$ cat config.mk
export PLATFORM = sky130hd
export DESIGN_NAME = hasti_interconnect
export DESIGN_NICKNAME = d
export VERILOG_FILES = /design/src/rtl/hasti_interconnect.sv
export SDC_FILE = /design/constraint.sdc
export NUM_CORES = 1
export LEC_CHECK = 0
export CORE_AREA = 5 5 127 129
export CTS_CLUSTER_SIZE = 24
export DETAILED_ROUTE_END_ITERATION = 10
export DIE_AREA = 0 0 132 134
export PLACE_DENSITY = 0.78
export SYNTH_ARGS = -nofsm -noshare
export SYNTH_HDL_FRONTEND = slang
export SYNTH_SLANG_ARGS = --single-unit
$ cat constraint.sdc
create_clock -name hclk -period 11.8 [get_ports hclk]
set_input_delay 3.54 -clock hclk [delete_from_list [all_inputs] [get_ports hclk]]
set_output_delay 3.54 -clock hclk [all_outputs]
set_load 0.005 [all_outputs]
$ cat src/rtl/hasti_interconnect.sv
// Single-master, N-slave AHB-Lite interconnect: address decoder, data-phase response mux,
// built-in default slave, data-phase timeout and sticky first-error capture.
module hasti_interconnect #(
  parameter int          NSLAVES            = 3,
  parameter logic [31:0] SLV_BASE [NSLAVES] = '{32'h0000_0000, 32'h2000_0000, 32'h8000_0000},
  parameter logic [31:0] SLV_MASK [NSLAVES] = '{32'hFFFF_F000, 32'hFFFF_F000, 32'h8000_0000},
  parameter int          TIMEOUT            = 256,
  parameter int          TCW                = 16
) (
  input  logic                      hclk,
  input  logic                      hreset,
  input  logic [31:0]               m_haddr,
  input  logic                      m_hwrite,
  input  logic [2:0]                m_hsize,
  input  logic [2:0]                m_hburst,
  input  logic [3:0]                m_hprot,
  input  logic [1:0]                m_htrans,
  input  logic                      m_hmastlock,
  input  logic [31:0]               m_hwdata,
  output logic [31:0]               m_hrdata,
  output logic                      m_hresp,
  output logic                      m_hready,
  output logic [NSLAVES-1:0]        s_hsel,
  output logic [31:0]               s_haddr,
  output logic                      s_hwrite,
  output logic [2:0]                s_hsize,
  output logic [2:0]                s_hburst,
  output logic [3:0]                s_hprot,
  output logic [1:0]                s_htrans,
  output logic                      s_hmastlock,
  output logic [31:0]               s_hwdata,
  output logic                      s_hready,
  input  logic [NSLAVES-1:0][31:0]  s_hrdata,
  input  logic [NSLAVES-1:0]        s_hresp,
  input  logic [NSLAVES-1:0]        s_hreadyout,
  output logic                      err_valid,
  output logic                      err_cause,
  output logic [31:0]               err_addr,
  input  logic                      err_clr
);

  localparam int             IW            = (NSLAVES > 1) ? $clog2(NSLAVES) : 1;
  localparam logic [TCW-1:0] CNT_SAT       = (TIMEOUT == 0) ? {TCW{1'b1}} : TCW'(TIMEOUT);
  localparam logic [1:0]     HTRANS_NONSEQ = 2'b10;
  localparam logic [1:0]     HTRANS_SEQ    = 2'b11;

  typedef enum logic [1:0] {DP_IDLE, DP_SLV, DP_ERR1, DP_ERR2} dp_state_t;

  dp_state_t      r_state;
  logic [IW-1:0]  r_sel;
  logic [31:0]    r_haddr;
  logic [TCW-1:0] r_cnt;
  logic           r_err_valid;
  logic           r_err_cause;
  logic [31:0]    r_err_addr;

  logic           w_hit;
  logic [IW-1:0]  w_idx;
  logic           w_act;
  logic [TCW-1:0] w_cnt_inc;
  logic           w_timeout;
  logic           w_err_entry;
  logic [31:0]    w_err_addr;

  // Scan from the top so the lowest matching index is the one left standing.
  always_comb begin
    w_hit = 1'b0;
    w_idx = '0;
    for (int i = NSLAVES - 1; i >= 0; i--) begin
      if ((m_haddr & SLV_MASK[i]) == SLV_BASE[i]) begin
        w_hit = 1'b1;
        w_idx = IW'(i);
      end
    end
  end

  always_comb begin
    s_hsel = '0;
    if (w_hit) s_hsel[w_idx] = 1'b1;
  end

  assign w_act = (m_htrans == HTRANS_NONSEQ) || (m_htrans == HTRANS_SEQ);

  assign s_haddr     = m_haddr;
  assign s_hwrite    = m_hwrite;
  assign s_hsize     = m_hsize;
  assign s_hburst    = m_hburst;
  assign s_hprot     = m_hprot;
  assign s_htrans    = m_htrans;
  assign s_hmastlock = m_hmastlock;
  assign s_hwdata    = m_hwdata;
  assign s_hready    = m_hready;

  always_comb begin
    m_hready = 1'b1;
    m_hresp  = 1'b0;
    m_hrdata = '0;
    case (r_state)
      DP_SLV: begin
        m_hready = s_hreadyout[r_sel];
        m_hresp  = s_hresp[r_sel];
        m_hrdata = s_hrdata[r_sel];
      end
      DP_ERR1: begin
        m_hready = 1'b0;
        m_hresp  = 1'b1;
      end
      DP_ERR2: m_hresp = 1'b1;
      default: ;
    endcase
  end

  // Wait counter saturates; the timeout fires on the wait cycle that brings it to TIMEOUT.
  assign w_cnt_inc   = (r_cnt == CNT_SAT) ? r_cnt : r_cnt + 1'b1;
  assign w_timeout   = (TIMEOUT != 0) && (r_state == DP_SLV) && !s_hreadyout[r_sel] &&
                       (w_cnt_inc == CNT_SAT);
  assign w_err_entry = w_timeout || (m_hready && w_act && !w_hit);
  assign w_err_addr  = w_timeout ? r_haddr : m_haddr;

  always_ff @(posedge hclk) begin
    if (hreset) begin
      r_state     <= DP_IDLE;
      r_sel       <= '0;
      r_cnt       <= '0;
      r_err_valid <= 1'b0;
      r_err_cause <= 1'b0;
      r_err_addr  <= '0;
    end else begin
      if (m_hready) begin
        r_sel <= w_idx;
        r_cnt <= '0;
        if (!w_act)      r_state <= DP_IDLE;
        else if (!w_hit) r_state <= DP_ERR1;
        else             r_state <= DP_SLV;
      end else begin
        case (r_state)
          DP_SLV: begin
            r_cnt <= w_cnt_inc;
            if (w_timeout) r_state <= DP_ERR1;
          end
          DP_ERR1: r_state <= DP_ERR2;
          default: ;
        endcase
      end
      // A clear coinciding with a new error still records that error.
      if (w_err_entry && (!r_err_valid || err_clr)) begin
        r_err_valid <= 1'b1;
        r_err_cause <= w_timeout;
        r_err_addr  <= w_err_addr;
      end else if (err_clr) begin
        r_err_valid <= 1'b0;
      end
    end
  end

  always_ff @(posedge hclk) begin
    if (m_hready) r_haddr <= m_haddr;
  end

  assign err_valid = r_err_valid;
  assign err_cause = r_err_cause;
  assign err_addr  = r_err_addr;

endmodule

==> run summary, run 1 <==
Status -> complete, no violations
Die Y -> 134 um
Via count -> 4657
R2r setup slk -> 7.69 ns
Post-synth top area share -> 0.210
Simple-gate share of the synthesized area -> 0.198
Power per cell area -> 113 nW/um^2
Worst Path Required -> 8.26 ns
Max Used Layer -> met4
Clk buf depth -> 2
Clock latency at the later pin of the worst-skew pair -> 0.34 ns
Die X-Extent -> 132 um
P&R area growth vs syn -> 43.2%
Fin Setup TNS -> 0 ns
Clock sinks -> 86
Nets -> 913
Met2 routed WL -> 9290 um
Synth cell count leaders -> nor2_1 (148), buf_4 (81), dfxtp_1 (54), a21oi_1 (40), mux2i_1 (34)
DR WL met3 -> 1690 um
Hold-fix buffers, CTS -> 0
Worst setup EP type -> output port
Non-Filler Instances -> 921
Gp weighted congestion -> 0.903
Fraction of layout cells with a size suffix above 1 -> 0.0859
Row cnt -> 45
Period utilisation layout -> 0.795
Worst setup margin -> 2.42 ns
Yosys warns -> 0
Post-synth EDFFs -> 32
CTS H-Tree Depth -> 3
Maximum vdd drop -> 0.0873 mV
#FFs+latches synth -> 86
HPWL after DPL -> 14300 um
Tmin final -> 9.38 ns
Hold Path Depth -> 2
Count of different cell masters after synthesis -> 46
Die footprint -> 17700 um^2
Post-synth top flop -> dfxtp_1
Worst Clk Skew -> 0.00859 ns
CTS Root Cell -> clkbuf_16
Arr. time, crit path -> 5.84 ns
Slew headroom -> 0.463
P_leak -> 0.00261 uW
Core Box Area -> 14900 um^2
Number of max-cap violations -> 0
Top cells by area, synth -> dfxtp_1 (21%), edfxtp_1 (19%), buf_4 (12%)
Worst-Margin Slew -> 0.806 ns
First-pass GRT wire length -> 27100 um
Inst Count DP -> 905
Effective utilization at floorplan -> 0.346
Count leader, synth -> nor2_1
PortBufs -> 242
Overflow after GRT -> 0
Syn Nets -> 772
Post-CTS resize count -> 0
Drt first pass iters -> 5
R2R depth -> 11
FFs w/ async S/R, synth -> 0
Yosys top cell by area -> dfxtp_1
Place WS -> 2.40 ns
Post-Synth Adder-Cell Area -> 0.00485
Setup violations, final -> 0
XOR/XNOR Fraction of Synth Area -> 0.0323
Hold WC Path Type -> flip-flop to flip-flop
DRC violations left -> 0
Cells after synthesis -> 587
Antenna violations before repair -> 0
I/O pins -> 333
Largest net degree at the start of global routing -> 39
Worst Setup Path Type -> primary input to output port
Compound-Gate Fraction of Synth Area -> 0.134
Gr usage total -> 0.196
Vias per cell -> 5.06
CP max FO -> 18
Drt total wl -> 18500 um
CTS tree -> built
Post-synthesis mux area share -> 0.0711
Largest family of logic cells by synthesized area -> simple AND/OR/NAND/NOR gates
M1 wire length -> 7120 um
Wire length per cell -> 20.1 um
RSZ-0062 raised after global routing -> no
Setup bufs post-CTS -> 0
Ant. Diodes -> 0
Clock transition at path regs -> 0.06 ns
Starting DRT DRC Count -> 318
FF-to-FF End -> err_addr[10]
Max Freq -> 107 MHz
CTS Buf Count -> 9
Post-DRT Antenna Nets -> 0
Register area share after synthesis -> 0.396
Hold EP -> err_cause
Worst r2r src -> r_sel[1]
Cell Area, Synth -> 5160 um^2
Slew Viols, Final -> 0
Number of global-route vias before repair -> 4588
Mean Syn Cell Area -> 8.79 um^2
Hold Vio Cnt, Final -> 0
Worst setup SP type -> primary input
HP Start -> err_cause
worst max path at each step:
stage	startpoint	endpoint	slack, ns
5_1_grt	s_hreadyout[0]	s_hready	2.30
3_3_place_gp	s_hreadyout[0]	s_hready	2.40
6_report	s_hreadyout[0]	s_hready	2.42
3_5_place_dp	s_hreadyout[0]	s_hready	2.40
4_1_cts	s_hreadyout[0]	s_hready	2.39
2_1_floorplan	s_hreadyout[0]	s_hready	3.15
state kept, by name (all words and copies together), names as in the netlist:
name and cells:
err_valid 1, r_sel 2, r_haddr 32, r_state 2
err_addr 32, r_cnt 16, err_cause 1
worst max-delay path, cell delays in order:
cell	delay [ns]
clkdlybuf4s50_1	0.47
mux2_4	0.14
a221o_1	0.30
nand2_1	0.19
inv_1	0.55
clkdlybuf4s50_1	0.64
where the power goes:
| group | switching [uW] | internal, uW |
|---|---|---|
| registers | 10.1 | 336 |
| logic | 76.6 | 105 |
| clock network | 122 | 188 |
| total | 208 | 629 |
cell usage in the layout, fill, tap and decap left out, types with 2 or more instances in the layout:
master,netlist,layout
or3_1,3,3
xnor2_1,12,12
a21oi_1,40,40
nand2b_1,4,3
xor2_1,7,7
inv_6,0,2
nand4_1,6,6
bufinv_16,0,2
dfxtp_1,54,53
nor3b_1,3,3
nand2_1,24,24
buf_4,81,6
clkdlybuf4s50_1,0,242
nor4_1,10,10
o221a_2,32,32
and2_1,2,2
edfxtp_1,32,32
mux2i_1,34,34
nand3_1,11,11
ha_1,2,2
inv_1,9,9
clkbuf_16,0,9
a32oi_1,2,2
clkinvlp_4,0,2
nor2_1,148,148
o21ai_0,3,3
and4_1,2,2
nor3_1,9,9
nor4b_1,2,2
stage by stage:
step           power [uW]  hold slack, ns  utilization  instance area, um^2
2_1_floorplan         437           0.453            -                 5160
3_3_place_gp          533           0.444        0.473                 7060
3_5_place_dp          535           0.451        0.473                 7060
4_1_cts               846           0.461        0.495                 7390
5_1_grt               872           0.482        0.495                 7390
6_report              837           0.460        0.495                 7390
final cells by class:
class	instances	area (um^2)
clock inverter	7	104
fill	1353	7530
timing repair buffer	248	2470
sequential	86	2040
inverter	9	33.8
multi-input combinational	374	2280
tap	188	235
clock buffer	9	225
metal layers:
metal,vias up,GRT usage
met5,-,0
li1,2251,-
met1,2131,0.230
met3,19,0.0653
met4,0,0.0617
met2,256,0.340
kinds of logic after synthesis:
logic type	after synthesis
mux	36
flops	86
fa+ha+maj	2
compound gates	86
simple gates	231
buf+inv	127
xor+xnor	19
(Power assumes the default switching activity.)
==> run 2, diff against run 1 <==
--- a/config.mk
+++ b/config.mk
@@ -5,11 +5,11 @@
 export SDC_FILE = /design/constraint.sdc
 export NUM_CORES = 1
 export LEC_CHECK = 0
-export CORE_AREA = 5 5 127 129
+export CORE_MARGIN = 5
+export CORE_UTILIZATION = 37
 export CTS_CLUSTER_SIZE = 24
 export DETAILED_ROUTE_END_ITERATION = 10
-export DIE_AREA = 0 0 132 134
-export PLACE_DENSITY = 0.78
+export PLACE_DENSITY = 0.82
 export SYNTH_ARGS = -nofsm -noshare
 export SYNTH_HDL_FRONTEND = slang
 export SYNTH_SLANG_ARGS = --single-unit
==> constraint.sdc (replaced) <==
create_clock -name hclk -period 9.5 [get_ports hclk]
set_input_delay 2.85 -clock hclk [delete_from_list [all_inputs] [get_ports hclk]]
set_output_delay 2.85 -clock hclk [all_outputs]
set_load 0.005 [all_outputs]
==> run 2 against run 1 <==
Effect of this change: clock power up 20%; sequential share of layout area up 0.094 points; core utilization up 3.9 points; worst setup slack worse by 0.85 ns; die area down 7.3%; largest cell class unchanged; largest power group unchanged; highest routed layer unchanged.
==> run summary, run 2 (same netlist as run 1, synthesis figures left out) <==
Power per cell area -> 139 nW/um^2
Overflow after GRT -> 0
Pint -> 758 uW
Antenna violations before repair -> 0
Non-Filler Instances -> 913
Drt first pass iters -> 5
Inst Count DP -> 897
Max Used Layer -> met4
Tmin final -> 7.93 ns
Row cnt -> 43
Worst-Margin Slew -> 0.792 ns
DRC violations left -> 0
Sequential Area -> 2040 um^2
Hold WC Path Type -> flip-flop to flip-flop
Period utilisation layout -> 0.835
Via count -> 4639
Final Core Density -> 0.534
Number of max-cap violations -> 0
Sw frac -> 0.260
Worst setup SP type -> primary input
Multi-input gate area -> 2280 um^2
Worst setup EP type -> output port
Post-DRT Antenna Nets -> 0
Clk buf depth -> 2
Core Box Area -> 13800 um^2
Gr usage total -> 0.209
Clock latency at the later pin of the worst-skew pair -> 0.34 ns
Max incr delay on CP -> 0.65 ns
Crit path cell chain -> clkdlybuf4s50_1 > mux2_4 > a221o_1 > nand2_1 > inv_1 > clkdlybuf4s50_1
Number of global-route vias before repair -> 4466
Maximum vdd drop -> 0.0867 mV
HPWL after DPL -> 13900 um
Hold-fix buffers, CTS -> 0
Worst Path Required -> 6.65 ns
Die X-Extent -> 128 um
CP max FO -> 18
Fillers -> 1272
CTS Root Cell -> clkbuf_16
Nets -> 913
Status -> complete, no violations
Sequential Power Share -> 0.419
Post-CTS resize count -> 0
Die footprint -> 16400 um^2
Die Y -> 128 um
Setup bufs post-CTS -> 0
P_sw -> 267 uW
Slowest CP cell -> clkdlybuf4s50_1
Slew headroom -> 0.472
Fin Setup TNS -> 0 ns
Largest net degree at the start of global routing -> 39
Wire length per cell -> 19.6 um
M1 wire length -> 7010 um
Drt total wl -> 17900 um
Fraction of layout cells with a size suffix above 1 -> 0.0859
CP dominant cell by count -> clkdlybuf4s50_1
CTS H-Tree Depth -> 3
PortBufs -> 242
Ant. Diodes -> 0
Worst Clk Skew -> 0.0100 ns
Worst Setup Path Type -> primary input to output port
P_leak -> 0.00261 uW
Slew Viols, Final -> 0
Vias per cell -> 5.08
DR WL met3 -> 1510 um
CTS Buf Count -> 9
Comb pwr share -> 0.219
Effective utilization at floorplan -> 0.375
Gp weighted congestion -> 0.928
Share of power burned in the clock network -> 0.362
Clock transition at path regs -> 0.07 ns
Commonest non-fill, non-tap cell in the layout -> clkdlybuf4s50_1
Setup violations, final -> 0
I/O pins -> 333
Met2 routed WL -> 9110 um
Most frequent cells in the layout -> clkdlybuf4s50_1 (242), nor2_1 (148), dfxtp_1 (53)
CTS tree -> built
Max Freq -> 126 MHz
RSZ-0062 raised after global routing -> no
First-pass GRT wire length -> 26500 um
Starting DRT DRC Count -> 384
Clock sinks -> 86
Arr. time, crit path -> 5.08 ns
Hold Vio Cnt, Final -> 0
P&R area growth vs syn -> 42.7%
==> run 2: cell count changes in the layout (fill, tap and decap cells not counted) <==
| cell | previous run | this run |
|---|---|---|
| inv_8 | 1 | 3 |
| bufinv_16 | 2 | 1 |
| clkinv_4 | 0 | 1 |
| clkinvlp_4 | 2 | 1 |
| inv_6 | 2 | 1 |
==> run 2: through the flow <==
step	hold slack [ns]	power, uW	setup WS (ns)	area, um^2
global route	0.488	1070	1.38	7360
floorplan	0.453	543	2.23	5160
global placement	0.443	660	1.57	7050
detailed placement	0.447	664	1.53	7050
finish	0.455	1020	1.57	7360
CTS	0.457	1030	1.54	7360
==> run 2: area by class of cell <==
class                   instances  area share
clock inverters                 7      0.0121
flip-flops and latches         86       0.278
inverters                       9     0.00459
multi-input cells             374       0.309
well taps                     180      0.0306
clock buffers                   9      0.0306
repair buffers                248       0.335
==> run 2: power groups by stage <==
stage / Combinational [uW] / Clock, uW / Sequential, uW
after floorplan: 107 / 0 / 436
after global placement: 224 / 0 / 436
after detailed placement: 226 / 0 / 438
after CTS: 228 / 376 / 429
after global routing: 242 / 394 / 432
final: 225 / 371 / 429
==> run 2: worst max-delay path: cells and delay by family <==
family / cells / cell delay (ns)
simple gates: 1 / 0.16
compound gates: 1 / 0.28
buf+inv: 3 / 1.64
mux: 1 / 0.13
==> run 2: worst paths after layout <==
path | from | endpoint | slack, ns | cells past startpoint
worst max register to register | r_state[1] | err_addr[7] | 5.99 | 8
worst max-delay path | s_hreadyout[1] | s_hready | 1.57 | 6
worst min register to register | err_cause | err_cause | 0.46 | 2
worst min-delay path | err_cause | err_cause | 0.46 | 2
==> run 2: routing by layer <==
metal / up-vias / global-route usage
met5: - / 0
met4: 0 / 0.0474
met3: 26 / 0.0650
met2: 232 / 0.368
met1: 2135 / 0.251
li1: 2246 / -
